`config.mk`:
```
export PLATFORM = sky130hd
export DESIGN_NAME = core_cache_line_bridge
export DESIGN_NICKNAME = d
export VERILOG_FILES = /design/src/rtl/core_cache_pkg.sv /design/src/rtl/core_cache_line_asm.sv /design/src/rtl/core_cache_line_bridge.sv
export SDC_FILE = /design/constraint.sdc
export NUM_CORES = 1
export LEC_CHECK = 0
export ABC_AREA = 1
export CORE_MARGIN = 2
export CORE_UTILIZATION = 50
export DETAILED_ROUTE_END_ITERATION = 7
export PLACE_DENSITY = 0.79
export REMOVE_ABC_BUFFERS = 1
export SYNTH_ARGS = -nofsm -noshare
export SYNTH_HDL_FRONTEND = slang
export SYNTH_HIERARCHICAL = 1
export SYNTH_SLANG_ARGS = --single-unit
```
`constraint.sdc`:
```
create_clock -name clk -period 5.4 [get_ports clk]
set_input_delay 0.81 -clock clk [delete_from_list [all_inputs] [get_ports clk]]
set_output_delay 0.81 -clock clk [all_outputs]
set_load 0.02 [all_outputs]
```
`src/rtl/core_cache_pkg.sv`:
```
// Shared types and helpers for the cache line bridge.
package core_cache_pkg;

    localparam int unsigned LINE_WORDS = 4;
    localparam int unsigned BEAT_W     = 2;

    typedef enum logic [2:0] {
        StIdle,
        StWrBeat,
        StRdIssue,
        StRdDrain,
        StRdDone
    } bridge_state_e;

    // Word address of one beat: line index with the beat number appended.
    // Line is passed zero-extended; callers keep only the bits they need.
    function automatic logic [63:0] word_addr(input logic [61:0]       line,
                                              input logic [BEAT_W-1:0] beat);
        return {line, beat};
    endfunction

endpackage

```
`src/rtl/core_cache_line_asm.sv`:
```
// Four-word line register filled one 32-bit word at a time through a 2-bit pointer.
module core_cache_line_asm
    import core_cache_pkg::*;
(
    input  logic              clk,
    input  logic              rst,
    input  logic              clr,
    input  logic              load,
    input  logic [31:0]       word,
    output logic [127:0]      line,
    output logic [BEAT_W-1:0] ptr
);

    logic [31:0]       words_q [LINE_WORDS];
    logic [BEAT_W-1:0] ptr_q;

    // Write pointer and word storage; clear restarts assembly at word 0.
    always_ff @(posedge clk) begin
        if (rst || clr) begin
            ptr_q <= '0;
            for (int i = 0; i < LINE_WORDS; i++) begin
                words_q[i] <= '0;
            end
        end else if (load) begin
            words_q[ptr_q] <= word;
            ptr_q          <= ptr_q + 2'd1;
        end
    end

    // Word 0 sits in the low 32 bits of the line.
    always_comb begin
        line = {words_q[3], words_q[2], words_q[1], words_q[0]};
        ptr  = ptr_q;
    end

endmodule

```
`src/rtl/core_cache_line_bridge.sv`:
```
// Splits 128-bit cache line reads and write-backs into four 32-bit memory beats
// and reassembles read beats into a line.
module core_cache_line_bridge
    import core_cache_pkg::*;
#(
    parameter int unsigned line_aw         = 23,
    parameter int unsigned max_outstanding = 4
) (
    input  logic               clk,
    input  logic               rst,
    input  logic [line_aw+2:0] i_c_addr,
    input  logic [3:0]         i_c_byte_en,
    input  logic [127:0]       i_c_writedata,
    input  logic               i_c_read,
    input  logic               i_c_write,
    output logic [127:0]       o_c_readdata,
    output logic               o_c_readdata_valid,
    output logic               o_c_waitrequest,
    output logic [line_aw+1:0] o_mem_addr,
    output logic [3:0]         o_mem_byte_en,
    output logic [31:0]        o_mem_writedata,
    output logic               o_mem_read,
    output logic               o_mem_write,
    input  logic [31:0]        i_mem_readdata,
    input  logic               i_mem_readdata_valid,
    input  logic               i_mem_waitrequest
);

    bridge_state_e     state_q, state_d;
    logic [line_aw-1:0] line_q;
    logic [3:0]        byte_en_q;
    logic [127:0]      wdata_q;
    logic [BEAT_W-1:0] wbeat_q, ibeat_q;
    logic [2:0]        outstanding_q, outstanding_d;
    logic [127:0]      readdata_q;

    logic              accept_wr, accept_rd;
    logic              ret, last_ret;
    logic              issue_ok, issue_fire, wr_fire;
    logic [BEAT_W-1:0] rbeat;
    logic [127:0]      asm_line;
    logic [BEAT_W-1:0] beat_sel;
    logic [63:0]       addr_full;
    logic              unused_bits;

    core_cache_line_asm u_line_asm (
        .clk  (clk),
        .rst  (rst),
        .clr  (accept_rd),
        .load (ret),
        .word (i_mem_readdata),
        .line (asm_line),
        .ptr  (rbeat)
    );

    // Request decode, beat handshakes and outstanding-read bookkeeping.
    always_comb begin
        // Write wins when both requests arrive together.
        accept_wr  = (state_q == StIdle) && i_c_write;
        accept_rd  = (state_q == StIdle) && i_c_read && !i_c_write;
        // Returns outside the read states are stale and dropped.
        ret        = ((state_q == StRdIssue) || (state_q == StRdDrain)) && i_mem_readdata_valid;
        last_ret   = ret && (rbeat == 2'd3);
        issue_ok   = (state_q == StRdIssue) && (outstanding_q < 3'(max_outstanding));
        issue_fire = issue_ok && !i_mem_waitrequest;
        wr_fire    = (state_q == StWrBeat) && !i_mem_waitrequest;

        outstanding_d = outstanding_q;
        if (issue_fire && !ret) begin
            outstanding_d = outstanding_q + 3'd1;
        end else if (!issue_fire && ret) begin
            outstanding_d = outstanding_q - 3'd1;
        end

        beat_sel  = (state_q == StWrBeat) ? wbeat_q : ibeat_q;
        addr_full = word_addr(62'(line_q), beat_sel);
    end

    assign unused_bits = ^{i_c_addr[2:0], addr_full[63:line_aw+2]};

    // Next-state logic.
    always_comb begin
        state_d = state_q;
        unique case (state_q)
            StIdle: begin
                if (accept_wr) begin
                    state_d = StWrBeat;
                end else if (accept_rd) begin
                    state_d = StRdIssue;
                end
            end
            StWrBeat: begin
                if (wr_fire && (wbeat_q == 2'd3)) begin
                    state_d = StIdle;
                end
            end
            StRdIssue: begin
                // With zero-latency memory the last word can return as beat 3 issues.
                if (issue_fire && (ibeat_q == 2'd3)) begin
                    state_d = last_ret ? StRdDone : StRdDrain;
                end
            end
            StRdDrain: begin
                if (last_ret) begin
                    state_d = StRdDone;
                end
            end
            StRdDone: begin
                state_d = StIdle;
            end
            default: begin
                state_d = StIdle;
            end
        endcase
    end

    // State, latched request and beat counters.
    always_ff @(posedge clk) begin
        if (rst) begin
            state_q       <= StIdle;
            line_q        <= '0;
            byte_en_q     <= '0;
            wdata_q       <= '0;
            wbeat_q       <= '0;
            ibeat_q       <= '0;
            outstanding_q <= '0;
            readdata_q    <= '0;
        end else begin
            state_q       <= state_d;
            outstanding_q <= outstanding_d;
            if (accept_wr || accept_rd) begin
                line_q    <= i_c_addr[line_aw+2:3];
                byte_en_q <= i_c_byte_en;
                wdata_q   <= i_c_writedata;
                wbeat_q   <= '0;
                ibeat_q   <= '0;
            end
            if (wr_fire) begin
                wbeat_q <= wbeat_q + 2'd1;
            end
            if (issue_fire) begin
                ibeat_q <= ibeat_q + 2'd1;
            end
            // Publish the line only when complete so the previous line stays visible.
            if (last_ret) begin
                readdata_q <= {i_mem_readdata, asm_line[95:0]};
            end
        end
    end

    // Outputs; everything is forced quiet while reset is held.
    always_comb begin
        o_mem_addr         = '0;
        o_mem_byte_en      = '0;
        o_mem_writedata    = '0;
        o_mem_read         = 1'b0;
        o_mem_write        = 1'b0;
        o_c_waitrequest    = (state_q != StIdle) || rst;
        o_c_readdata       = rst ? '0 : readdata_q;
        o_c_readdata_valid = (state_q == StRdDone) && !rst;
        if (!rst) begin
            if (state_q == StWrBeat) begin
                o_mem_write     = 1'b1;
                o_mem_addr      = addr_full[line_aw+1:0];
                o_mem_byte_en   = byte_en_q;
                o_mem_writedata = wdata_q[32*wbeat_q +: 32];
            end else if (issue_ok) begin
                o_mem_read    = 1'b1;
                o_mem_addr    = addr_full[line_aw+1:0];
                o_mem_byte_en = byte_en_q;
            end
        end
    end

endmodule

```
==> results of run 1 <==
state kept, by name, summed over array words and instances, names as in the netlist:
signal and flops:
state_q 3, readdata_q 128, outstanding_q 3, u_line_asm/words_q 96
wdata_q 128, u_line_asm/ptr 2, byte_en_q 4, ibeat_q 2
wbeat_q 2, line_q 23
power by group:
group / internal (W) / switching, W / total [W]
registers: 0.00355 / 0.000234 / 0.00378
clock network: 0.00160 / 0.00112 / 0.00273
logic: 0.000669 / 0.00136 / 0.00202
total: 0.00582 / 0.00271 / 0.00853
through the flow:
step / std cells / util (%) / hold WS, ns
2_1_floorplan: 1911 / - / 0.432
3_3_place_gp: 2751 / 61.5 / 0.440
3_5_place_dp: 2751 / 61.5 / 0.446
4_1_cts: 2822 / 65.6 / 0.455
5_1_grt: 2823 / 65.6 / 0.463
6_report: 2824 / 65.6 / 0.454
routing by layer:
metal  GRT usage [%]  up-vias  wire length, um
li1                -     7173                -
met1            29.3     6704            17300
met2            42.6      572            21300
met3            7.51       96             4370
met4            9.39        4             1410
met5               0        -               28
worst register-to-register path, stage by stage (launching register included):
cell and delay (ns):
dfxtp_1 0.48, inv_2 0.08, nor2_4 0.11, nand2_1 0.10
inv_2 0.07, inv_2 0.04, nor2_4 0.15, nand3_4 0.44
nand2_2 0.93
path summary, 6_finish.rpt:
path | end | cells after the start | slack, ns
setup reg to reg | u_line_asm/words_q[0][10] | 8 | 2.63
setup / recovery | o_mem_writedata[2] | 7 | 1.65
hold / removal | readdata_q[112] | 2 | 0.45
hold reg to reg | readdata_q[112] | 2 | 0.45
cell type report:
| class | instances | area share (%) |
|---|---|---|
| Sequential cell | 391 | 41.1 |
| Multi-Input combinational cell | 1336 | 28.3 |
| Timing Repair Buffer | 398 | 18.6 |
| Clock buffer | 60 | 5.66 |
| Inverter | 184 | 3.28 |
| Tap cell | 442 | 2.59 |
| Clock inverter | 11 | 0.480 |
| Antenna cell | 2 | 0.0234 |
==> impl_metrics.env, run 1 <==
export IMPL_status="completed"
export IMPL_nNetsFinal=2551
export IMPL_syn_area_um2=16600
export IMPL_max_cap_violations=0
export IMPL_crit_path_frequent_cell="inv_1"
export IMPL_grt_pass1_vias=13692
export IMPL_place_hpwl_um=27700
export IMPL_total_power_w=0.00853
export IMPL_fmaxAchievable_mhz=267
export IMPL_r2r_start="state_q[1]"
export IMPL_post_place_ws_ns=1.86
export IMPL_skew_ns=0.0179
export IMPL_holdBufCountCts=0
export IMPL_endpoint_kind="primary output"
export IMPL_grt_total_usage_pct=24.9
export IMPL_powerDensity_nw_per_um2=399
export IMPL_multi_input_area_um2=6050
export IMPL_setup_ws_ns=1.65
export IMPL_path_cells="inv_1 > nor3_2 > inv_1 > nor2_1 > inv_2 > a21oi_1 > clkdlybuf4s50_1"
export IMPL_die_x_um=186
export IMPL_port_buffer_count=385
export IMPL_layout_common_cells="684 x nor2_1, 384 x clkdlybuf4s50_1, 318 x o21ai_0"
export IMPL_clock_latency_ns=0.53
export IMPL_clockBufferDepth=3
export IMPL_drt_first_pass_iters=5
export IMPL_cts_resized_gates=0
export IMPL_critPathArrivalTime_ns=2.94
export IMPL_ant_nets=0
export IMPL_crit_type="flip-flop to primary output"
export IMPL_hold_viol_final=0
export IMPL_drv_slew=0
export IMPL_core_um2=32600
export IMPL_route_detailed_drc=0
export IMPL_required_ns=4.59
export IMPL_cp_startpoint="state_q[0]"
export IMPL_period_minus_slack_ns=3.75
export IMPL_fin_crit_sh_pct=69.5
export IMPL_fp_dieH_um=186
export IMPL_crit_family="buffers and inverters"
export IMPL_syn_area_per_cell_um2=8.02
export IMPL_path_max_fanout=34
export IMPL_cts_tree="done"
export IMPL_layout_commonest_cell="nor2_1"
export IMPL_grt_max_degree=216
export IMPL_vdd_drop_max_v=0.000323
export IMPL_slowest_stage="clkdlybuf4s50_1"
export IMPL_worstHoldStart="readdata_q[112]"
export IMPL_max_slew_margin_pct=14.9
export IMPL_wl_per_cell_um=15.7
export IMPL_worst_setup_path_start_kind="flip-flop"
export IMPL_dieArea_um2=34600
export IMPL_io_pins=389
export IMPL_post_cts_buffers=0
export IMPL_vias=14549
export IMPL_regArea_um2=8790
export IMPL_placed_cell_area_um2=20100
export IMPL_vias_per_cell=5.15
export IMPL_clk_pin_slew_ns=0.06
export IMPL_fillers=2721
export IMPL_setup_viol=0
export IMPL_drtIter0Drc=831
export IMPL_drive_gt1_share_pct=5.92
export IMPL_clockRootBuffer="clkbuf_16"
export IMPL_synth_cells=2066
export IMPL_wl_um=44400
export IMPL_start_util_pct=50.8
export IMPL_hold_class="flip-flop to flip-flop"
export IMPL_overflow=0
export IMPL_area_growth_synth_to_final_pct=29.0
export IMPL_path_buf_inv=4
export IMPL_rsz0062_at_grt="no"
export IMPL_tns_ns=0
export IMPL_design_area_um2=21400
export IMPL_routabilityCongestion=0.846
export IMPL_clock_sinks=391
export IMPL_cts_buffers=40
export IMPL_grt_pass1_wl_um=68800
export IMPL_antenna_found_initial=4
export IMPL_p_leak_nw=8.05
export IMPL_slowest_delay_ns=0.67
export IMPL_row_count=66
export IMPL_yosysWarnings=6
export IMPL_cts_max_level=2
export IMPL_worst_pin_slew_ns=1.28
(Power assumes the default switching activity.)
==> inputs of run 2 (changes only) <==
Clock period 5.4 ns to 3.6 ns, I/O delays scaled along.
==> impl_metrics.env, run 2 (synthesis results as in run 1) <==
export IMPL_clockBufferDepth=3
export IMPL_clockRootBuffer="clkbuf_16"
export IMPL_die_x_um=186
export IMPL_drv_slew=0
export IMPL_path_max_fanout=28
export IMPL_r2r_end="u_line_asm/words_q[2][20]"
export IMPL_holdBufCountCts=0
export IMPL_worst_setup_path_start_kind="flip-flop"
export IMPL_layout_common_cells="684 x nor2_1, 375 x clkdlybuf4s50_1, 318 x o21ai_0"
export IMPL_row_count=66
export IMPL_placedCellCount=2768
export IMPL_rsz0062_at_grt="no"
export IMPL_vias_per_cell=5.14
export IMPL_port_buffer_count=385
export IMPL_period_minus_slack_ns=3.34
export IMPL_antenna_found_initial=3
export IMPL_fillers=2680
export IMPL_post_place_ws_ns=0.501
export IMPL_wl_per_cell_um=15.6
export IMPL_grt_total_usage_pct=25.0
export IMPL_clock_sinks=391
export IMPL_path_cells="inv_1 > nor3_2 > inv_1 > nor2_1 > inv_2 > a21oi_1 > clkdlybuf4s50_1"
export IMPL_hold_end="outstanding_q[0]"
export IMPL_holdPathStages=2
export IMPL_hold_class="input port to flip-flop"
export IMPL_drt_first_pass_iters=5
export IMPL_critPathArrivalTime_ns=2.80
export IMPL_skew_ns=0.0181
export IMPL_reg_largest_list="readdata_q (128), wdata_q (128), u_line_asm/words_q (96)"
export IMPL_powerDensity_nw_per_um2=600
export IMPL_routabilityCongestion=0.862
export IMPL_worstHoldStart="rst"
export IMPL_required_ns=3.06
export IMPL_dieArea_um2=34600
export IMPL_post_cts_buffers=0
export IMPL_max_cap_violations=0
export IMPL_fp_dieH_um=186
export IMPL_start_util_pct=50.8
export IMPL_endpoint_kind="primary output"
export IMPL_io_pins=389
export IMPL_crit_type="flip-flop to primary output"
export IMPL_clk_pin_slew_ns=0.06
export IMPL_cts_buffers=41
export IMPL_ff2ff_setup_slack_ns=0.95
export IMPL_drive_gt1_share_pct=6.96
export IMPL_setup_viol=0
export IMPL_nNetsFinal=2569
export IMPL_stdcell_count=2844
export IMPL_status="completed"
export IMPL_worst_pin_slew_ns=1.08
export IMPL_p_leak_nw=8.20
export IMPL_path_buf_inv=4
export IMPL_cts_max_level=2
export IMPL_area_growth_synth_to_final_pct=30.2
export IMPL_grt_max_degree=156
export IMPL_wl_um=44500
export IMPL_r2r_start="state_q[1]"
export IMPL_crit_cells=7
export IMPL_route_detailed_drc=0
export IMPL_vias=14618
export IMPL_crit_family="buffers and inverters"
export IMPL_setup_ws_ns=0.260
export IMPL_ant_nets=0
export IMPL_drtIter0Drc=1070
export IMPL_grt_pass1_vias=13807
export IMPL_ff2ff_path_depth=9
export IMPL_crit_path_frequent_cell="inv_1"
export IMPL_fin_crit_sh_pct=92.8
export IMPL_cts_resized_gates=0
export IMPL_layout_commonest_cell="nor2_1"
export IMPL_hold_viol_final=0
export IMPL_total_power_w=0.0130
export IMPL_slowest_delay_ns=0.67
export IMPL_cts_tree="done"
export IMPL_overflow=0
export IMPL_clock_latency_ns=0.53
export IMPL_vdd_drop_max_v=0.000436
export IMPL_place_hpwl_um=29100
export IMPL_grt_pass1_wl_um=69600
export IMPL_slowest_stage="clkdlybuf4s50_1"
export IMPL_fmaxAchievable_mhz=299
export IMPL_core_um2=32600
export IMPL_max_slew_margin_pct=27.6
[run 2: cell types whose count changed in the layout (fill, tap and decap cells not counted)]
cell             delta
buf_12              +6
diode_2             -1
clkinv_1            +2
clkinv_4            -1
clkinv_2            +2
clkbuf_16           +1
clkbuf_1            +2
clkdlybuf4s50_1     -9
buf_4              +20
inv_6               +2
clkinvlp_4          -3
clkinv_8            -1
[run 2: metal layers]
| metal | vias to the layer above | global-route usage (%) | wire [um] |
|---|---|---|---|
| li1 | 7211 | - | - |
| met1 | 6761 | 30.0 | 17600 |
| met2 | 565 | 43.5 | 21700 |
| met3 | 77 | 7.02 | 4080 |
| met4 | 4 | 7.65 | 1030 |
| met5 | - | 0 | 27 |
[run 2: through the flow]
stage	hold WS (ns)	util [%]	instance area [um^2]	TNS, ns
6_report	0.362	66.2	21600	0
2_1_floorplan	0.432	-	15500	-298.62
3_5_place_dp	0.446	62.1	20200	0
4_1_cts	0.342	66.2	21600	0
3_3_place_gp	0.440	62.1	20200	0
5_1_grt	0.349	66.2	21600	0
[run 2: worst max-delay path by stage]
stage | startpoint | slack, ns | to
finish | state_q[0] | 0.26 | o_mem_writedata[13]
global route | state_q[2] | 0.01 | o_mem_addr[15]
CTS | state_q[0] | 0.25 | o_mem_writedata[13]
detailed placement | i_mem_readdata_valid | 0.50 | u_line_asm/words_q[2][21]
global placement | i_mem_readdata_valid | 0.55 | u_line_asm/words_q[2][21]
floorplan | rst | -1.48 | o_c_waitrequest
[run 2: area by class of cell]
class	instances	area, um^2	share of cell area, %
sequential	391	8790	40.7
multi-input combinational	1336	6050	28.0
timing repair buffer	415	4150	19.2
clock buffer	63	1240	5.76
inverter	184	701	3.25
tap	442	553	2.56
clock inverter	12	90.1	0.417
antenna	1	2.50	0.0116
[run 2: where the power goes]
part	switching (W)	internal (W)	leakage, nW	total (W)
logic	0.00205	0.00107	4.11	0.00312
clock network	0.00169	0.00245	0.660	0.00414
registers	0.000365	0.00532	3.43	0.00569
[run 2: worst register-to-register path, cell delays in order (launching register included)]
cell	delay, ns
dfxtp_1	0.48
inv_2	0.08
nor2_4	0.12
nand2_1	0.10
inv_2	0.24
inv_2	0.08
nor2_4	0.14
nand3_4	0.39
nand2_2	0.45
buf_4	0.28
==> inputs of run 3 (changes only) <==
Settings changed: CORE_UTILIZATION 50 to 51, PLACE_DENSITY 0.79 to 0.8, RECOVER_POWER from default to 25.
==> impl_metrics.env, run 3 (synthesis results as in run 1) <==
export IMPL_status="complete, but fails checks"
export IMPL_violations="max-capacitance violations, max-slew violations"
export IMPL_setup_viol=0
export IMPL_p_leak_nw=8.18
export IMPL_dr_wl_met2_um=21000
export IMPL_port_buffer_count=385
export IMPL_post_cts_buffers=0
export IMPL_area_growth_synth_to_final_pct=29.7
export IMPL_placedCellCount=2765
export IMPL_endpoint_kind="primary output"
export IMPL_drv_slew=246
export IMPL_critPathArrivalTime_ns=2.97
export IMPL_hold_class="input port to flip-flop"
export IMPL_vdd_drop_max_v=0.000464
export IMPL_required_ns=3.06
export IMPL_stdcell_count=2841
export IMPL_reg_largest_list="readdata_q (128), wdata_q (128), u_line_asm/words_q (96)"
export IMPL_row_count=66
export IMPL_clockRootBuffer="clkbuf_16"
export IMPL_nNetsFinal=2566
export IMPL_grt_max_degree=157
export IMPL_layout_commonest_cell="nor2_1"
export IMPL_clk_pin_slew_ns=0.05
export IMPL_wl_per_cell_um=15.6
export IMPL_fillers=2571
export IMPL_skew_ns=0.0115
export IMPL_io_pins=389
export IMPL_clock_latency_ns=0.52
export IMPL_crit_type="flip-flop to primary output"
export IMPL_cts_resized_gates=0
export IMPL_cts_tree="done"
export IMPL_routabilityCongestion=0.880
export IMPL_hold_viol_final=0
export IMPL_met3_wirelength_um=4090
export IMPL_top_layer="met5"
export IMPL_vias_per_cell=5.12
export IMPL_clockBufferDepth=3
export IMPL_dieArea_um2=34000
export IMPL_design_area_um2=21500
export IMPL_core_um2=32300
export IMPL_route_detailed_drc=0
export IMPL_path_max_fanout=34
export IMPL_worst_setup_path_start_kind="flip-flop"
export IMPL_placed_cell_area_um2=20200
export IMPL_fmaxAchievable_mhz=285
export IMPL_wl_met1_um=17600
export IMPL_cts_buffers=41
export IMPL_setup_ws_ns=0.0891
export IMPL_wl_um=44300
export IMPL_place_hpwl_um=28600
export IMPL_max_slew_margin_pct=-43.4
export IMPL_fin_crit_sh_pct=97.5
export IMPL_overflow=0
export IMPL_die_x_um=184
export IMPL_grt_pass1_vias=13930
export IMPL_grt_pass1_wl_um=69600
export IMPL_drive_gt1_share_pct=5.59
export IMPL_holdBufCountCts=0
export IMPL_rsz0062_at_grt="no"
export IMPL_layout_common_cells="690 x nor2_1, 381 x clkdlybuf4s50_1, 336 x o21ai_0"
export IMPL_cts_max_level=2
export IMPL_drt_first_pass_iters=5
export IMPL_period_minus_slack_ns=3.51
export IMPL_post_place_ws_ns=0.728
export IMPL_start_util_pct=51.3
export IMPL_fp_dieH_um=184
export IMPL_ant_nets=0
export IMPL_worst_pin_slew_ns=2.15
export IMPL_grt_total_usage_pct=25.5
export IMPL_vias=14557
export IMPL_antenna_found_initial=4
export IMPL_clock_sinks=391
export IMPL_powerDensity_nw_per_um2=612
export IMPL_max_cap_violations=4
export IMPL_drtIter0Drc=1110
run 3: cell types whose count changed in the layout (fill, tap and decap cells not counted), sizes merged:
cell	change
clkbuf	+2
diode	+1
clkinvlp	+2
bufinv	+3
buf	-16
clkdlybuf4s50	+6
dlygate4sd3	+1
inv	-2
run 3: critical path: stages, from the launching register on:
cell and delay, ns:
dfxtp_1 0.38, inv_1 0.08, nor3_2 0.25, inv_1 0.13, nor2_1 0.17, inv_2 0.31, a21oi_1 0.41, clkdlybuf4s50_1 0.69
run 3: power breakdown:
part | switching (W) | internal, W
clock | 0.00171 | 0.00272
sequential | 0.000369 | 0.00532
combinational | 0.00200 | 0.00105
run 3: metal layers:
layer | vias up | track usage (%)
met5 | - | 0
met4 | 2 | 9.98
met3 | 112 | 7.11
met2 | 584 | 43.4
met1 | 6653 | 30.5
li1 | 7206 | -
run 3: stage by stage:
step	power (W)	TNS (ns)	util (%)	hold WS [ns]
after floorplan	0.00765	-298.62	-	0.432
after detailed placement	0.00881	0	62.6	0.446
after global routing	0.0139	0	66.6	0.352
after global placement	0.00871	0	62.6	0.441
after CTS	0.0133	0	67.1	0.352
final	0.0132	0	66.6	0.357
run 3: area by class of cell:
| class | count | area [um^2] | share of cell area (%) |
|---|---|---|---|
| Timing Repair Buffer | 412 | 4100 | 19.0 |
| Antenna cell | 2 | 5.00 | 0.0233 |
| Clock inverter | 15 | 183 | 0.850 |
| Sequential cell | 391 | 8790 | 40.9 |
| Multi-Input combinational cell | 1336 | 5930 | 27.6 |
| Inverter | 184 | 694 | 3.23 |
| Tap cell | 442 | 553 | 2.57 |
| Clock buffer | 59 | 1260 | 5.85 |
run 3: path summary, 6_finish.rpt:
path	from	endpoint	slack (ns)	depth (start not counted)
worst min register to register	readdata_q[104]	readdata_q[104]	0.45	2
worst max register to register	state_q[2]	u_line_asm/words_q[1][28]	0.38	7
worst max-delay path	state_q[0]	o_mem_writedata[0]	0.09	7
worst min-delay path	rst	outstanding_q[0]	0.36	2
